File: src/rtl/src_pkg.sv
// Shared definitions for the SRC fetch/decode front end:
// state codes, instruction field positions and widths.
package src_pkg;

    localparam int OPC_HI    = 31;
    localparam int OPC_LO    = 27;
    localparam int RA_LO     = 22;
    localparam int RB_LO     = 17;
    localparam int RC_LO     = 12;
    localparam int C2_W      = 17;
    localparam int C1_W      = 22;
    localparam int OPC_W     = 5;
    localparam int REG_IDX_W = 5;

    localparam logic [1:0] S_IDLE  = 2'd0;
    localparam logic [1:0] S_FETCH = 2'd1;
    localparam logic [1:0] S_VALID = 2'd2;
    localparam logic [1:0] S_ERR   = 2'd3;

    typedef struct packed {
        logic [OPC_W-1:0]     opcode;
        logic [REG_IDX_W-1:0] ra;
        logic [REG_IDX_W-1:0] rb;
        logic [REG_IDX_W-1:0] rc;
        logic [C1_W-1:0]      c1;
        logic [31:0]          c2_sext;
    } src_fields_t;

    function automatic src_fields_t src_decode(input logic [31:0] w);
        src_fields_t f;
        f.opcode  = w[OPC_HI:OPC_LO];
        f.ra      = w[RA_LO+REG_IDX_W-1:RA_LO];
        f.rb      = w[RB_LO+REG_IDX_W-1:RB_LO];
        f.rc      = w[RC_LO+REG_IDX_W-1:RC_LO];
        f.c1      = w[C1_W-1:0];
        f.c2_sext = {{(32-C2_W){w[C2_W-1]}}, w[C2_W-1:0]};
        return f;
    endfunction

endpackage

File: src/rtl/src_fetch_unit_if.sv
// Fetch bus between the SRC fetch unit (master) and the
// memory controller (slave): req/ack with address and read data.
interface src_fetch_unit_if #(
    parameter int ADDR_W = 16
);
    logic              mem_req;
    logic [ADDR_W-1:0] mem_addr;
    logic [31:0]       mem_rdata;
    logic              mem_ack;

    modport master (
        output mem_req,
        output mem_addr,
        input  mem_rdata,
        input  mem_ack
    );

    modport slave (
        input  mem_req,
        input  mem_addr,
        output mem_rdata,
        output mem_ack
    );
endinterface

File: src/rtl/src_fetch_timer.sv
// Bus-timeout counter: counts cycles while run is high, restarts on clr;
// expired flags the cycle in which the TIMEOUT_CYC-th wait cycle elapses.
module src_fetch_timer #(
    parameter int TIMEOUT_CYC = 255
) (
    input  logic clk,
    input  logic rst_n,
    input  logic clr,
    input  logic run,
    output logic expired
);

    localparam int CW = (TIMEOUT_CYC < 2) ? 1 : $clog2(TIMEOUT_CYC + 1);
    localparam logic [CW-1:0] LAST = CW'(TIMEOUT_CYC - 1);

    logic [CW-1:0] cnt;

    assign expired = run && !clr && (cnt == LAST);

    // Count wait cycles, saturating at the expiry value.
    always_ff @(posedge clk or negedge rst_n) begin
        if (!rst_n) begin
            cnt <= '0;
        end else if (clr) begin
            cnt <= '0;
        end else if (run && (cnt != LAST)) begin
            cnt <= cnt + 1'b1;
        end
    end

endmodule

File: src/rtl/src_fetch_unit.sv
// SRC instruction fetch/decode front end: owns PC and IR, fetches over
// mem, presents decoded fields. Optional watchdog: SRC_FETCH_TIMEOUT_EN.
module src_fetch_unit
    import src_pkg::*;
#(
    parameter int ADDR_W      = 16,
    parameter int RESET_PC    = 0,
    parameter int PC_STEP     = 1,
    parameter int TIMEOUT_CYC = 255
) (
    input  logic                 clk,
    input  logic                 rst_n,
    src_fetch_unit_if.master     mem,
    input  logic                 stall,
    input  logic                 redirect_valid,
    input  logic [ADDR_W-1:0]    redirect_pc,
    output logic                 ir_valid,
    input  logic                 ir_ack,
    output logic [31:0]          ir,
    output logic [ADDR_W-1:0]    pc,
    output logic [OPC_W-1:0]     opcode,
    output logic [REG_IDX_W-1:0] ra,
    output logic [REG_IDX_W-1:0] rb,
    output logic [REG_IDX_W-1:0] rc,
    output logic [C1_W-1:0]      c1,
    output logic [31:0]          c2_sext,
    output logic                 fault
);

    localparam logic [ADDR_W-1:0] PC_RST = ADDR_W'(RESET_PC);
    localparam logic [ADDR_W-1:0] STEP   = ADDR_W'(PC_STEP);

    logic [1:0]        state;
    logic [1:0]        state_nx;
    logic [ADDR_W-1:0] pc_q;
    logic [ADDR_W-1:0] pc_nx;
    logic [31:0]       ir_q;
    logic [31:0]       ir_nx;
    logic              expired;
    src_fields_t       fld;

    assign mem.mem_req  = (state == S_FETCH);
    assign mem.mem_addr = pc_q;
    assign ir_valid     = (state == S_VALID);
    assign ir           = ir_q;
    assign pc           = pc_q;

    assign fld     = src_decode(ir_q);
    assign opcode  = fld.opcode;
    assign ra      = fld.ra;
    assign rb      = fld.rb;
    assign rc      = fld.rc;
    assign c1      = fld.c1;
    assign c2_sext = fld.c2_sext;

`ifdef SRC_FETCH_TIMEOUT_EN
    logic fault_q;
    logic fault_nx;

    assign fault = fault_q;

    src_fetch_timer #(
        .TIMEOUT_CYC (TIMEOUT_CYC)
    ) u_timer (
        .clk     (clk),
        .rst_n   (rst_n),
        .clr     ((state != S_FETCH) || mem.mem_ack || redirect_valid),
        .run     (state == S_FETCH),
        .expired (expired)
    );
`else
    logic [31:0] unused_tmo;

    assign unused_tmo = 32'(TIMEOUT_CYC);
    assign expired    = 1'b0;
    assign fault      = 1'b0;
`endif

    // Next-state, PC and IR selection; redirect outranks every other event.
    always_comb begin
        state_nx = state;
        pc_nx    = pc_q;
        ir_nx    = ir_q;
`ifdef SRC_FETCH_TIMEOUT_EN
        fault_nx = fault_q;
`endif
        unique case (state)
            S_IDLE: begin
                if (redirect_valid) pc_nx = redirect_pc;
                if (!stall) state_nx = S_FETCH;
            end
            S_FETCH: begin
                if (redirect_valid) begin
                    pc_nx = redirect_pc;
                end else if (mem.mem_ack) begin
                    ir_nx    = mem.mem_rdata;
                    pc_nx    = pc_q + STEP;
                    state_nx = S_VALID;
                end else if (expired) begin
`ifdef SRC_FETCH_TIMEOUT_EN
                    fault_nx = 1'b1;
                    state_nx = S_ERR;
`endif
                end
            end
            S_VALID: begin
                if (redirect_valid || ir_ack) begin
                    if (redirect_valid) pc_nx = redirect_pc;
                    state_nx = stall ? S_IDLE : S_FETCH;
                end
            end
`ifdef SRC_FETCH_TIMEOUT_EN
            S_ERR: begin
                if (redirect_valid) begin
                    pc_nx    = redirect_pc;
                    fault_nx = 1'b0;
                    state_nx = S_FETCH;
                end
            end
`endif
            default: state_nx = S_IDLE;
        endcase
    end

    // Architectural state registers.
    always_ff @(posedge clk or negedge rst_n) begin
        if (!rst_n) begin
            state <= S_IDLE;
            pc_q  <= PC_RST;
            ir_q  <= '0;
        end else begin
            state <= state_nx;
            pc_q  <= pc_nx;
            ir_q  <= ir_nx;
        end
    end

`ifdef SRC_FETCH_TIMEOUT_EN
    // Sticky bus-timeout flag.
    always_ff @(posedge clk or negedge rst_n) begin
        if (!rst_n) fault_q <= 1'b0;
        else        fault_q <= fault_nx;
    end
`endif

endmodule

File: src/flat_wrapper.sv
// flat-port wrapper written by rule: the top's interface ports become plain ports
module src_fetch_unit_flat import src_pkg::*;
#(
    parameter int ADDR_W      = 16,
    parameter int RESET_PC    = 0,
    parameter int PC_STEP     = 1,
    parameter int TIMEOUT_CYC = 255
)
  (clk, rst_n, stall, redirect_valid, redirect_pc, ir_valid, ir_ack, ir, pc, opcode, ra, rb, rc, c1, c2_sext, fault, mem_mem_req, mem_mem_addr, mem_mem_rdata, mem_mem_ack);
  src_fetch_unit_if #(.ADDR_W(ADDR_W)) mem_i ();
  input  logic clk;
  input  logic rst_n;
  input  logic stall;
  input  logic redirect_valid;
  input  logic [ADDR_W-1:0] redirect_pc;
  output logic ir_valid;
  input  logic ir_ack;
  output logic [31:0] ir;
  output logic [ADDR_W-1:0] pc;
  output logic [OPC_W-1:0] opcode;
  output logic [REG_IDX_W-1:0] ra;
  output logic [REG_IDX_W-1:0] rb;
  output logic [REG_IDX_W-1:0] rc;
  output logic [C1_W-1:0] c1;
  output logic [31:0] c2_sext;
  output logic fault;
  output wire logic [$bits(mem_i.mem_req)-1:0] mem_mem_req;
  output wire logic [$bits(mem_i.mem_addr)-1:0] mem_mem_addr;
  input wire logic [$bits(mem_i.mem_rdata)-1:0] mem_mem_rdata;
  input wire logic [$bits(mem_i.mem_ack)-1:0] mem_mem_ack;
  assign mem_mem_req = mem_i.mem_req;
  assign mem_mem_addr = mem_i.mem_addr;
  assign mem_i.mem_rdata = mem_mem_rdata;
  assign mem_i.mem_ack = mem_mem_ack;
  src_fetch_unit #(.ADDR_W(ADDR_W), .RESET_PC(RESET_PC), .PC_STEP(PC_STEP), .TIMEOUT_CYC(TIMEOUT_CYC)) u_core (.clk(clk), .rst_n(rst_n), .mem(mem_i), .stall(stall), .redirect_valid(redirect_valid), .redirect_pc(redirect_pc), .ir_valid(ir_valid), .ir_ack(ir_ack), .ir(ir), .pc(pc), .opcode(opcode), .ra(ra), .rb(rb), .rc(rc), .c1(c1), .c2_sext(c2_sext), .fault(fault));
endmodule
File: config.mk
export PLATFORM = sky130hd
export DESIGN_NAME = src_fetch_unit_flat
export DESIGN_NICKNAME = d
export VERILOG_FILES = /design/src/rtl/src_pkg.sv /design/src/rtl/src_fetch_unit_if.sv /design/src/rtl/src_fetch_timer.sv /design/src/rtl/src_fetch_unit.sv /design/src/flat_wrapper.sv
export SDC_FILE = /design/constraint.sdc
export NUM_CORES = 1
export LEC_CHECK = 0
export CAP_MARGIN = 10
export CORE_UTILIZATION = 40
export CTS_CLUSTER_SIZE = 16
export DETAILED_ROUTE_END_ITERATION = 8
export PLACE_DENSITY = 0.95
export RECOVER_POWER = 25
export SLEW_MARGIN = 20
export SYNTH_ARGS = -nofsm -noshare
export SYNTH_HDL_FRONTEND = slang
export SYNTH_HIERARCHICAL = 1
export SYNTH_SLANG_ARGS = --single-unit
File: constraint.sdc
create_clock -name clk -period 2.84 [get_ports clk]
set_input_delay 0.71 -clock clk [delete_from_list [all_inputs] [get_ports clk]]
set_output_delay 0.71 -clock clk [all_outputs]
set_load 0.01 [all_outputs]
==> flow_summary.toml <==
[clock_tree]
cts_resized = 0
postCtsSetupRepairBufs = 0
cts_tree = "done"
cts.sinks = 50
cts-buffers-inserted = 5
cts.path.max_buffers = 2
cts_max_level = 2
path_clk_slew_ps = 90
cts_hold_buffers = 0
clock-root-buffer = "clkbuf_8"
clock_latency_ps = 300

[logic_synthesis]
synth_edf_count = 0
synthesis.area_mm2 = 0.00305
syn_inst = 301
yosysTopAreaCellShare = 0.410
yosysTopAreaCell = "dfrtp_1"
syn-mean-instance-area_um2 = 10.1
synth_seq_area_share = 0.410
synth_nets = 356
synthArstFlopShare = 1.00
synth_top_flop_cell = "dfrtp_1"
ys_top_cells_by_area = "dfrtp_1, buf_4, mux2_2"
yosysWarnings = 6
ys_ff_latch = 50
synth.distinct_cells = 42

[timing]
slew_violations = 0
final.min_clock_period_ps = 2390
fmax_ghz = 0.418
period_share = 0.842
hold_violations = 0
rsz0062_at_grt = "false"
setup_violations = 0
fin_setup_tns_ps = 0
clock_skew_ps = 8.51
worst_pin_slew_ps = 1350
relSlewSlack = 0.100

[power]
switchingPower_uw = 1540
ir_drop_mv = 0.392
clockPowerShare = 0.099
p_seq_frac = 0.311
swShare = 0.358
p_per_area_mw_per_mm2 = 956
internal_power_uw = 2760
p_leak_uw = 0.00176
power_frac_comb = 0.590

[floorplan]
die_h_um = 89.3
core-area_mm2 = 0.00733
rows = 31
design.portCount = 195
initial_utilization = 0.416
fp.dieArea_mm2 = 0.00798
die_w_um = 89.3

[cells_and_area]
finalNetCount = 459
drive_gt1_frac = 0.121
area_delta_synth_final_pct = 47.4
fillerInstances = 611
post-route-util = 0.613
n_antenna_cell = 0
regArea_mm2 = 0.00125
multi_input_area_mm2 = 0.00105

[global_route]
grt_antenna_before_repair = 0
grt_usage = 0.187
overflow = 0
first_global_vias = 2281
grt_first_pass_wirelength_mm = 11.4
grt_max_degree = 27

[setup_path]
path_class = "in -> reg"
crit_arrival_ps = 2570
timing.critical_path.slowest_cell_delay_ps = 620
end_kind = "flop"
worst_ep_required_time_ps = 3020
startpoint_type = "input port"
cp_slowest_cell = "dlygate4sd3_1"
path_cells = "dlygate4sd3_1 -> and3b_1 -> buf_12 -> mux2_2"
path_max_fanout = 26

[drt]
drt-wirelength-per-cell_um = 15.4
drt_iter0_drc = 73
via_per_inst = 4.97
antenna_left = 0
via_count = 2505
wirelength_mm = 7.77
drc = 0
drtPass1Iterations = 4

[place]
routabilityCongestion = 0.838
io_buffers = 193
dp.final_hpwl_mm = 5.97

[outcome]
status = "complete, no violations"

[run]
drv_cap = 0

[worst_hold_path]
hold_class = "reg -> reg"
## per-stage QoR
| step | instance area, um2 | power [uW] | worst slack, ps | cells | hold slack (ps) |
|---|---|---|---|---|---|
| global route | 4500 | 4590 | 374 | 504 | 563 |
| finish | 4500 | 4300 | 449 | 504 | 535 |
| floorplan | 3050 | 2830 | 809 | 301 | 414 |
| CTS | 4510 | 4370 | 475 | 504 | 399 |
| global placement | 4420 | 3850 | 341 | 496 | 522 |
| detailed placement | 4420 | 3920 | 249 | 496 | 523 |
## cell usage after synthesis (all sizes together) (2+ instances only)
| master | n |
|---|---|
| nor2 | 9 |
| a2bb2oi | 4 |
| nand2 | 16 |
| o21ai | 8 |
| a21oi | 20 |
| and4 | 4 |
| nor2b | 2 |
| inv | 2 |
| nand3 | 9 |
| o22ai | 2 |
| nor3 | 3 |
| a311oi | 2 |
| nand4 | 3 |
| nand2b | 2 |
| dfrtp | 50 |
| buf | 100 |
| a211oi | 6 |
| and2 | 2 |
| a31oi | 3 |
| clkbuf | 3 |
| mux2 | 32 |
| or3 | 2 |
| o41ai | 2 |
| a21o | 2 |
## cell usage in the layout, fill, tap and decap left out, types with 2 or more instances in the layout
cell type,n
nand2b_1,2
a31oi_1,3
nor2b_1,2
a2bb2oi_1,4
nor3_1,2
inv_1,2
and4_1,4
or3_1,2
o22ai_1,2
nand2_1,16
nand4_1,3
nand3_1,9
nor2_1,9
buf_4,3
o21ai_0,6
o41ai_1,2
mux2_2,32
a21o_1,2
a21oi_1,20
a311oi_1,2
clkdlybuf4s50_1,189
a211oi_1,6
dlygate4sd3_1,3
clkbuf_1,4
dfrtp_1,50
and2_1,2
clkbuf_8,6
## worst paths after layout
check                                       startpoint                                 end  slack (ps)  cells after the start
min                          u_core/ir[28]$_DFFE_PN0P_           u_core/ir[28]$_DFFE_PN0P_         530                      1
max reg2reg                u_core/state[0]$_DFFE_PN0P_           u_core/ir[21]$_DFFE_PN0P_         760                      4
min reg2reg                  u_core/ir[28]$_DFFE_PN0P_           u_core/ir[28]$_DFFE_PN0P_         530                      1
max in group asynchronous                        rst_n            u_core/ir[3]$_DFFE_PN0P_         880                      2
min in group asynchronous                        rst_n  u_core/mem.mem_addr[4]$_DFFE_PN0P_         690                      1
max                                     redirect_valid           u_core/ir[21]$_DFFE_PN0P_         450                      4
## layer usage
metal | global-route usage | wire (um) | vias up
met4 | 0.0375 | 44 | 0
met3 | 0.0462 | 619 | 5
met1 | 0.211 | 2840 | 1203
li1 | - | - | 1169
met2 | 0.357 | 4260 | 128
met5 | 0 | 0 | -
## registers in the layout (all words and copies together), names as in the netlist
signal	cells
u_core/ir	32
u_core/mem.mem_addr	16
u_core/state	2
## worst max-delay path: cells and delay by family
kind	cells	cell delay, ps
multiplexers	1	360
buffers and inverters	2	880
AND/OR/NAND/NOR	1	610
## cells by family (layout without fill, tap and decap cells)
| kind of cell | after synthesis | in the layout | synth area share |
|---|---|---|---|
| AOI/OAI and AO/OA | 53 | 53 | 0.111 |
| DFF | 50 | 50 | 0.410 |
| and+or+nand+nor | 59 | 59 | 0.109 |
| adders and majority gates | 1 | 1 | 0.00410 |
| muxes | 32 | 32 | 0.118 |
| buffers and inverters | 105 | 209 | 0.247 |
| other | 1 | 1 | 0.00123 |
## power by group through the flow
| stage | Sequential [uW] | Combinational [uW] | Clock, uW |
|---|---|---|---|
| floorplan | 1390 | 1440 | 0 |
| global placement | 1330 | 2520 | 0 |
| detailed placement | 1360 | 2560 | 0 |
| CTS | 1350 | 2570 | 447 |
| global route | 1410 | 2720 | 464 |
| finish | 1340 | 2540 | 427 |
## area by class of cell
class / count / share of cell area
Clock buffer: 7 / 0.0192
Sequential cell: 50 / 0.278
Clock inverter: 1 / 0.00111
Multi-Input combinational cell: 146 / 0.233
Timing Repair Buffer: 199 / 0.439
Inverter: 2 / 0.00167
Tap cell: 99 / 0.0275
(Power assumes the default switching activity.)
